### src/rtl/demux1to8_if.sv
// Bus interface for the 1-to-8 demux collector.
// The master drives lane data and routing controls.
// The slave (the collector) returns live lanes, the fill mask, completed frames and status pulses.
interface demux1to8_if #(
    parameter int WIDTH = 1
);
    // Master -> slave: lane stream and routing controls
    logic [WIDTH-1:0]   data_in;
    logic               data_valid;
    logic [2:0]         select;
    logic               auto_sel;
    logic               clear;

    // Slave -> master: lane registers, frame and status
    logic [8*WIDTH-1:0] data_out;
    logic [7:0]         lane_mask;
    logic [8*WIDTH-1:0] frame_out;
    logic               frame_valid;
    logic               overwrite_err;
    logic [2:0]         next_sel;

    modport master (
        output data_in, data_valid, select, auto_sel, clear,
        input  data_out, lane_mask, frame_out, frame_valid, overwrite_err, next_sel
    );

    modport slave (
        input  data_in, data_valid, select, auto_sel, clear,
        output data_out, lane_mask, frame_out, frame_valid, overwrite_err, next_sel
    );
endinterface

### src/rtl/demux1to8_collector.sv
// Registered 1-to-8 demultiplexer with frame collection.
// A serial lane stream is routed into eight lane registers, using either an external
// select or an internal auto-incrementing counter. Lane occupancy is tracked.
// When the last empty lane is written, the assembled frame is published together with
// a one-cycle valid pulse. The block then returns to EMPTY on that same edge.
module demux1to8_collector #(
    parameter int WIDTH = 1
) (
    input  logic        clk_i,
    input  logic        rst_i,
    demux1to8_if.slave  bus_if
);

    typedef enum logic {
        ST_EMPTY   = 1'b0,
        ST_FILLING = 1'b1
    } state_e;

    state_e             state_q,         state_d;
    logic [8*WIDTH-1:0] data_out_q,      data_out_d;
    logic [8*WIDTH-1:0] frame_out_q,     frame_out_d;
    logic [7:0]         lane_mask_q,     lane_mask_d;
    logic [2:0]         next_sel_q,      next_sel_d;
    logic               frame_valid_q,   frame_valid_d;
    logic               overwrite_err_q, overwrite_err_d;

    // Routing helpers derived from the current inputs and state
    logic [2:0]         dst;
    logic [7:0]         dst_onehot;
    logic [8*WIDTH-1:0] data_merged;
    logic               lane_hit;
    logic               frame_done;

    // Decode the destination lane, and build the lane vector that would exist after this write
    always_comb begin
        dst         = bus_if.auto_sel ? next_sel_q : bus_if.select;
        dst_onehot  = 8'b0000_0001 << dst;
        data_merged = data_out_q;
        data_merged[int'(dst)*WIDTH +: WIDTH] = bus_if.data_in;
        lane_hit    = |(lane_mask_q & dst_onehot);
        frame_done  = ((lane_mask_q | dst_onehot) == 8'hFF);
    end

    // Next-state and output logic: CLEAR beats a write, and completion beats mask update
    always_comb begin
        // NOTE: every signal gets a hold/default value first so no path can infer a latch.
        state_d         = state_q;
        data_out_d      = data_out_q;
        frame_out_d     = frame_out_q;
        lane_mask_d     = lane_mask_q;
        next_sel_d      = next_sel_q;
        frame_valid_d   = 1'b0;
        overwrite_err_d = 1'b0;

        if (bus_if.clear) begin
            // Abort the frame: drop any simultaneous write and keep the last completed frame
            data_out_d  = '0;
            lane_mask_d = '0;
            next_sel_d  = '0;
            state_d     = ST_EMPTY;
        end else if (bus_if.data_valid) begin
            data_out_d = data_merged;
            if (bus_if.auto_sel) begin
                next_sel_d = next_sel_q + 3'd1;
            end

            case (state_q)
                ST_EMPTY: begin
                    // With an empty mask, a single write can neither hit a full lane nor complete a frame
                    lane_mask_d = dst_onehot;
                    state_d     = ST_FILLING;
                end
                ST_FILLING: begin
                    if (frame_done) begin
                        // The final lane is always empty, so completion never flags an overwrite
                        frame_out_d   = data_merged;
                        frame_valid_d = 1'b1;
                        lane_mask_d   = '0;
                        state_d       = ST_EMPTY;
                    end else begin
                        lane_mask_d     = lane_mask_q | dst_onehot;
                        overwrite_err_d = lane_hit;
                    end
                end
                default: begin
                    state_d = ST_EMPTY;
                end
            endcase
        end
    end

    // State and datapath registers, cleared asynchronously by rst_i
    always_ff @(posedge clk_i or posedge rst_i) begin
        if (rst_i) begin
            state_q         <= ST_EMPTY;
            data_out_q      <= '0;
            frame_out_q     <= '0;
            lane_mask_q     <= '0;
            next_sel_q      <= '0;
            frame_valid_q   <= 1'b0;
            overwrite_err_q <= 1'b0;
        end else begin
            // NOTE: non-blocking assignments, so every register samples pre-edge values.
            state_q         <= state_d;
            data_out_q      <= data_out_d;
            frame_out_q     <= frame_out_d;
            lane_mask_q     <= lane_mask_d;
            next_sel_q      <= next_sel_d;
            frame_valid_q   <= frame_valid_d;
            overwrite_err_q <= overwrite_err_d;
        end
    end

    assign bus_if.data_out      = data_out_q;
    assign bus_if.lane_mask     = lane_mask_q;
    assign bus_if.frame_out     = frame_out_q;
    assign bus_if.frame_valid   = frame_valid_q;
    assign bus_if.overwrite_err = overwrite_err_q;
    assign bus_if.next_sel      = next_sel_q;

    // The complete mask is never held, and the two status pulses never coincide
    always_ff @(posedge clk_i) begin
        if (!rst_i) begin
            assert (lane_mask_q != 8'hFF);
            assert (!(frame_valid_q && overwrite_err_q));
            assert ((state_q == ST_EMPTY) == (lane_mask_q == 8'h00));
        end
    end

endmodule

### src/flat_wrapper.sv
// flat-port wrapper written by rule: the top's interface ports become plain ports
module demux1to8_collector_flat 
#(
    parameter int WIDTH = 1
)
  (clk_i, rst_i, bus_if_data_in, bus_if_data_valid, bus_if_select, bus_if_auto_sel, bus_if_clear, bus_if_data_out, bus_if_lane_mask, bus_if_frame_out, bus_if_frame_valid, bus_if_overwrite_err, bus_if_next_sel);
  demux1to8_if #(.WIDTH(WIDTH)) bus_if_i ();
  input  logic clk_i;
  input  logic rst_i;
  input wire logic [$bits(bus_if_i.data_in)-1:0] bus_if_data_in;
  input wire logic [$bits(bus_if_i.data_valid)-1:0] bus_if_data_valid;
  input wire logic [$bits(bus_if_i.select)-1:0] bus_if_select;
  input wire logic [$bits(bus_if_i.auto_sel)-1:0] bus_if_auto_sel;
  input wire logic [$bits(bus_if_i.clear)-1:0] bus_if_clear;
  output wire logic [$bits(bus_if_i.data_out)-1:0] bus_if_data_out;
  output wire logic [$bits(bus_if_i.lane_mask)-1:0] bus_if_lane_mask;
  output wire logic [$bits(bus_if_i.frame_out)-1:0] bus_if_frame_out;
  output wire logic [$bits(bus_if_i.frame_valid)-1:0] bus_if_frame_valid;
  output wire logic [$bits(bus_if_i.overwrite_err)-1:0] bus_if_overwrite_err;
  output wire logic [$bits(bus_if_i.next_sel)-1:0] bus_if_next_sel;
  assign bus_if_i.data_in = bus_if_data_in;
  assign bus_if_i.data_valid = bus_if_data_valid;
  assign bus_if_i.select = bus_if_select;
  assign bus_if_i.auto_sel = bus_if_auto_sel;
  assign bus_if_i.clear = bus_if_clear;
  assign bus_if_data_out = bus_if_i.data_out;
  assign bus_if_lane_mask = bus_if_i.lane_mask;
  assign bus_if_frame_out = bus_if_i.frame_out;
  assign bus_if_frame_valid = bus_if_i.frame_valid;
  assign bus_if_overwrite_err = bus_if_i.overwrite_err;
  assign bus_if_next_sel = bus_if_i.next_sel;
  demux1to8_collector #(.WIDTH(WIDTH)) u_core (.clk_i(clk_i), .rst_i(rst_i), .bus_if(bus_if_i));
endmodule
### config.mk
export PLATFORM = sky130hd
export DESIGN_NAME = demux1to8_collector_flat
export DESIGN_NICKNAME = d
export VERILOG_FILES = /design/src/rtl/demux1to8_if.sv /design/src/rtl/demux1to8_collector.sv /design/src/flat_wrapper.sv
export SDC_FILE = /design/constraint.sdc
export NUM_CORES = 1
export LEC_CHECK = 0
export ABC_AREA = 0
export ABC_CLOCK_PERIOD_IN_PS = 2350
export BUFFER_PORTS_ARGS = -buffer_cell sky130_fd_sc_hd__buf_4
export CAP_MARGIN = 40
export CORE_ASPECT_RATIO = 1.1
export CORE_MARGIN = 10
export CORE_UTILIZATION = 49
export DETAILED_ROUTE_END_ITERATION = 10
export PLACE_DENSITY = 0.76
export SETUP_SLACK_MARGIN = 0.3
export SLEW_MARGIN = 10
export SYNTH_ARGS = -nofsm -noshare
export SYNTH_HDL_FRONTEND = slang
export SYNTH_SLANG_ARGS = --single-unit
### constraint.sdc
create_clock -name clk_i -period 2.35 [get_ports clk_i]
set_input_delay 0.235 -clock clk_i [delete_from_list [all_inputs] [get_ports clk_i]]
set_output_delay 0.235 -clock clk_i [all_outputs]
set_load 0.005 [all_outputs]
Yosys cells after proc, flatten, opt, wreduce, memory -nomap -nowiden --
Index checks and enable logic that the tools add are counted.
Word-level totals: flip-flop bits (word level) 30, bits of input ports 9, output and inout bits 29, word-level logic and storage cells 45
Cells by class: add/subtract/negate cells 2, equality and inequality tests 1, shift operators 3, mux-type cells 23, bitwise gates (word level) 4, reductions and logical operators 5
Operators by type and width (number):
- $mux 8 | 5
- $neg 3->33 | 1
- $shift 1x33->8 const A | 1
- $shiftx 1x33->8 | 1
- $pmux 8 s2 | 1
- $mux 3 | 4
- $mux 1 | 11
- $and 8x8->8 | 1
- $bwmux 8 | 1
- $eq 8x8->1 const B | 1
- $or 8x8->8 | 1
- $reduce_or 8->1 | 1
- $shl 1x3->8 const A | 1
- $reduce_and 4->1 | 1
- $reduce_bool 2->1 | 2
- $add 3x1->3 const B | 1
- $not 1->1 | 2
- $pmux 1 s2 | 1
- $reduce_and 2->1 | 1

Logic depth before layout (Yosys ltp) --
depth after elaboration 8, depth in mapped cells 10, mapped depth without buffers 8

Least setup slack after synthesis --
OpenSTA, ideal clock, no wires.
kind reg2reg, start register u_core.next_sel_q[0] (netlist: u_core.bus_if.next_sel[0]), end register u_core.frame_out_q[1] (netlist: u_core.bus_if.frame_out[1]), setup time 125 ps, arrival time 2473 ps, data required time 2225 ps, setup slack -248 ps, cell stages (with the launch flop) 10, path buffers 1, period minus slack after synthesis 2598 ps, cell sequence dfrtp_1 mux2i_1 inv_1 clkbuf_1 ha_1 o211ai_1 mux2i_1 a21oi_2 nor4b_4 mux2_2
On the way: longest elaborated chain between the ends 5, elaborated cells between the ends (all ways) 9, those cells by class add/sub (1); eq/ne (1); shift (3); mux (2); bitwise (1); reduce/logical (1)
Ends and longest elaborated chain:
- from (decl) | line demux1to8_collector.sv:23 | logic [2:0] next_sel_q, next_sel_d;
- from (signal assigned) | line demux1to8_collector.sv:108 | next_sel_q <= next_sel_d;
- $mux 3 * | line demux1to8_collector.sv:36 | dst = bus_if.auto_sel ? next_sel_q : bus_if.select;
- $shl 1x3->8 | line demux1to8_collector.sv:37 | dst_onehot = 8'b0000_0001 << dst;
- $or 8x8->8 | line demux1to8_collector.sv:41 | frame_done = ((lane_mask_q | dst_onehot) == 8'hFF);
- $eq 8x8->1 | line demux1to8_collector.sv:41
- $reduce_and 4->1 (no line)
- to (signal assigned) | line demux1to8_collector.sv:106 | frame_out_q <= frame_out_d;
- to (decl) | line demux1to8_collector.sv:21 | logic [8*WIDTH-1:0] frame_out_q, frame_out_d;
Every way passes the cells marked *; elsewhere a longest branch is shown, timed or not. A chain may end at the register's enable or synchronous reset.

Final worst setup path --
start register u_core.next_sel_q[0] (netlist: u_core.bus_if.next_sel[0]), end register u_core.frame_out_q[5] (netlist: u_core.bus_if.frame_out[5])
Same word-level chain as after synthesis.

==> impl_metrics.env <==
export IMPL_outcome="finished, final reports clean"
export IMPL_hold_ws_ns=0.160
export IMPL_slew_headroom_pct=63.0
export IMPL_hold_path_class="in -> reg"
export IMPL_clkTransAtPathRegs_ns=0.09
export IMPL_cts_max_level=2
export IMPL_io_pins=38
export IMPL_reg2reg_setup_slack_ns=0.10
export IMPL_wl_per_cell_um=16.8
export IMPL_dr_pass1_iters=4
export IMPL_ys_seq_elements=30
export IMPL_globalRouteMet2Util_pct=26.4
export IMPL_ant_nets=0
export IMPL_critical_path_class="reg -> reg"
export IMPL_top_usage_layer="met2"
export IMPL_vias=1650
export IMPL_r2r_start="u_core.bus_if.next_sel[0]"
export IMPL_seq_area_frac_synth_pct=42.7
export IMPL_tightest_slew_ns=0.555
export IMPL_coreArea_um2=3390
export IMPL_drv_cap=0
export IMPL_dp_hpwl_mm=3.45
export IMPL_die_area_um2=6380
export IMPL_vdd_drop_max_mv=0.357
export IMPL_drive_gt1_share_pct=44.1
export IMPL_ys_types=36
export IMPL_syn_instance_count=182
export IMPL_rows=22
export IMPL_finalHoldViolCount=0
export IMPL_grt_antenna_before_repair=0
export IMPL_grt_overflow=0
export IMPL_fp_dieH_um=82.8
export IMPL_rsz0062_at_grt="yes"
export IMPL_p_leak_uw=0.00123
export IMPL_synth_avg_cell_area_um2=9.65
export IMPL_worstPathArrival_ns=2.47
export IMPL_fin_crit_ns=2.25
export IMPL_met3_usage_pct=4.96
export IMPL_finalClockSkew_ns=0.00738
export IMPL_cp_end_kind="register"
export IMPL_place_congestion=0.895
export IMPL_vias_per_cell=5.59
export IMPL_min_delay_start="bus_if_clear"
export IMPL_slew_violations=0
export IMPL_yosysWarnings=0
export IMPL_drc=0
export IMPL_fmax_mhz=445
export IMPL_cts_sinks=30
export IMPL_grt_pass1_vias=1739
export IMPL_syn_to_final_growth_pct=43.3
export IMPL_rr_worst_depth=9
export IMPL_drt_iter0_markers=102
export IMPL_drt_wl_total_mm=4.97
export IMPL_whs_path_depth=2
export IMPL_setup_worst_path_start="u_core.bus_if.next_sel[0]"
export IMPL_cp_required_ns=2.58
export IMPL_clockBufferDepth=2
export IMPL_port_buffers=37
export IMPL_start_kind="register"
export IMPL_grt_pass1_wl_mm=8.09
export IMPL_final_nets=264
export IMPL_power_density_nw_per_um2=430
export IMPL_antenna_cells=0
export IMPL_use_met1_pct=16.4
export IMPL_initial_utilization_pct=51.9
export IMPL_grt_use_total_pct=15.1
export IMPL_final_util_pct=74.4
export IMPL_cts_root_buf="clkbuf_4"
export IMPL_insertion_delay_ns=0.34
export IMPL_grt_max_degree=31
export IMPL_finalSetupViolCount=0
export IMPL_dieWidth_um=77.1
export IMPL_cp_max_fo=7
export IMPL_fin_crit_sh_pct=95.7
export IMPL_cts_tree="done"
export IMPL_synthesis_area_um2=1760
export IMPL_cts_buffers=5
export IMPL_syn_nets=199
## metal layers
metal  routed length (um)  share of wire [%]
met3                  306                6.2
met1                 2010                 40
met2                 2540                 51
met4                  115                2.3
met5                    0                  0
## cells in the final DEF, fill, tap and decap left out, types with 5 or more instances in the layout
master / instances
nand2_1: 25
o211ai_1: 5
clkbuf_4: 5
mux2_4: 5
buf_4: 61
mux2i_1: 9
inv_1: 10
dfrtp_1: 28
mux2_2: 5
nand3_1: 8
nor2_1: 16
o22ai_1: 7
## path summary, 6_finish.rpt
path	endpoint
max	u_core.bus_if.frame_out[5]
min	u_core.bus_if.next_sel[1]
max reg2reg	u_core.bus_if.frame_out[5]
min reg2reg	u_core.bus_if.data_out[2]
max in group asynchronous	u_core.bus_if.next_sel[0]
min in group asynchronous	u_core.bus_if.frame_valid
## layout make-up
class	instances	area, um2
inverters	11	41.3
repair buffers	65	514
clock buffers	5	37.5
flip-flops and latches	30	753
fillers	247	868
multi-input cells	134	1100
clock inverters	2	10.0
well taps	48	60.1
## Yosys cell counts
cell | n | area [um2]
buf_6 | 2 | 22.5
nor2_1 | 17 | 63.8
o2bb2ai_1 | 3 | 26.3
o22ai_1 | 8 | 50.1
and2_1 | 1 | 6.26
a21o_1 | 3 | 22.5
nand2_1 | 25 | 93.8
nand4b_1 | 1 | 8.76
a21oi_1 | 2 | 10.0
ha_1 | 8 | 100
a21boi_0 | 1 | 7.51
nor3b_1 | 3 | 22.5
dfrtp_1 | 30 | 751
a21oi_2 | 1 | 8.76
a22o_1 | 1 | 8.76
nor4b_4 | 1 | 23.8
buf_1 | 1 | 3.75
xor2_1 | 2 | 17.5
nor2b_1 | 1 | 6.26
nand4_1 | 1 | 6.26
mux2_2 | 10 | 113
or4_1 | 1 | 7.51
mux2i_1 | 12 | 120
a31oi_1 | 1 | 6.26
nor3_2 | 1 | 10.0
nand3_1 | 9 | 45.0
nor4b_2 | 1 | 15.0
inv_1 | 11 | 41.3
o21ai_0 | 5 | 25.0
o21bai_1 | 1 | 7.51
o211ai_1 | 5 | 37.5
clkbuf_1 | 4 | 15.0
nor3_1 | 5 | 25.0
o41ai_1 | 1 | 8.76
nor4_1 | 2 | 12.5
nand3b_1 | 1 | 7.51
## registers in the layout (all words and copies together), names as in the netlist
register,count
u_core.bus_if.data_out,8
u_core.bus_if.frame_out,8
u_core.bus_if.lane_mask,8
u_core.bus_if.next_sel,3
u_core.bus_if.frame_valid,1
u_core.bus_if.overwrite_err,1
u_core.state_q,1
## cells by family (layout without fill, tap and decap cells)
| kind of cell | count (synthesis) | in the layout | synth area share [%] |
|---|---|---|---|
| DFF | 30 | 30 | 42.7 |
| and+or+nand+nor | 70 | 70 | 20.2 |
| buffers and inverters | 18 | 83 | 4.70 |
| xor gates and xnor gates | 2 | 2 | 0.997 |
| muxes | 22 | 22 | 13.2 |
| AOI/OAI and AO/OA | 32 | 32 | 12.5 |
| adders and majority gates | 8 | 8 | 5.70 |
## worst max-delay path, stage by stage, from the launching register on
cell	delay (ns)
dfrtp_2	0.44
mux2i_4	0.23
inv_2	0.09
ha_4	0.18
o211ai_1	0.22
mux2i_1	0.13
a21oi_2	0.28
nor4b_4	0.10
buf_12	0.16
mux2_4	0.29
## report_power, final
group	internal (uW)	leakage [uW]	switching, uW
clock network	107	0.0000308	191
registers	526	0.000396	12.7
logic	116	0.000799	129
total	750	0.00123	332
## per-stage QoR
step / area [um2] / setup WS, ns / TNS, ns / total power (uW) / instances
floorplan: 1830 / 0.0127 / 0 / 675 / 182
global placement: 2210 / 0.0327 / 0 / 743 / 273
detailed placement: 2210 / -0.0560 / -0.149 / 749 / 273
CTS: 2410 / 0.115 / 0 / 1060 / 292
global route: 2520 / 0.0123 / 0 / 1130 / 295
finish: 2520 / 0.102 / 0 / 1080 / 295
## repair_timing
action | in CTS | in global routing
endpoints found under the setup margin | 24 | 24
pin swaps | 10 | 5
hold endpoints to repair | 30 | 0
buffers inserted | 11 | 3
gates resized for setup | 15 | 15
hold buffers | 1 | 0
(Power assumes the default switching activity.)
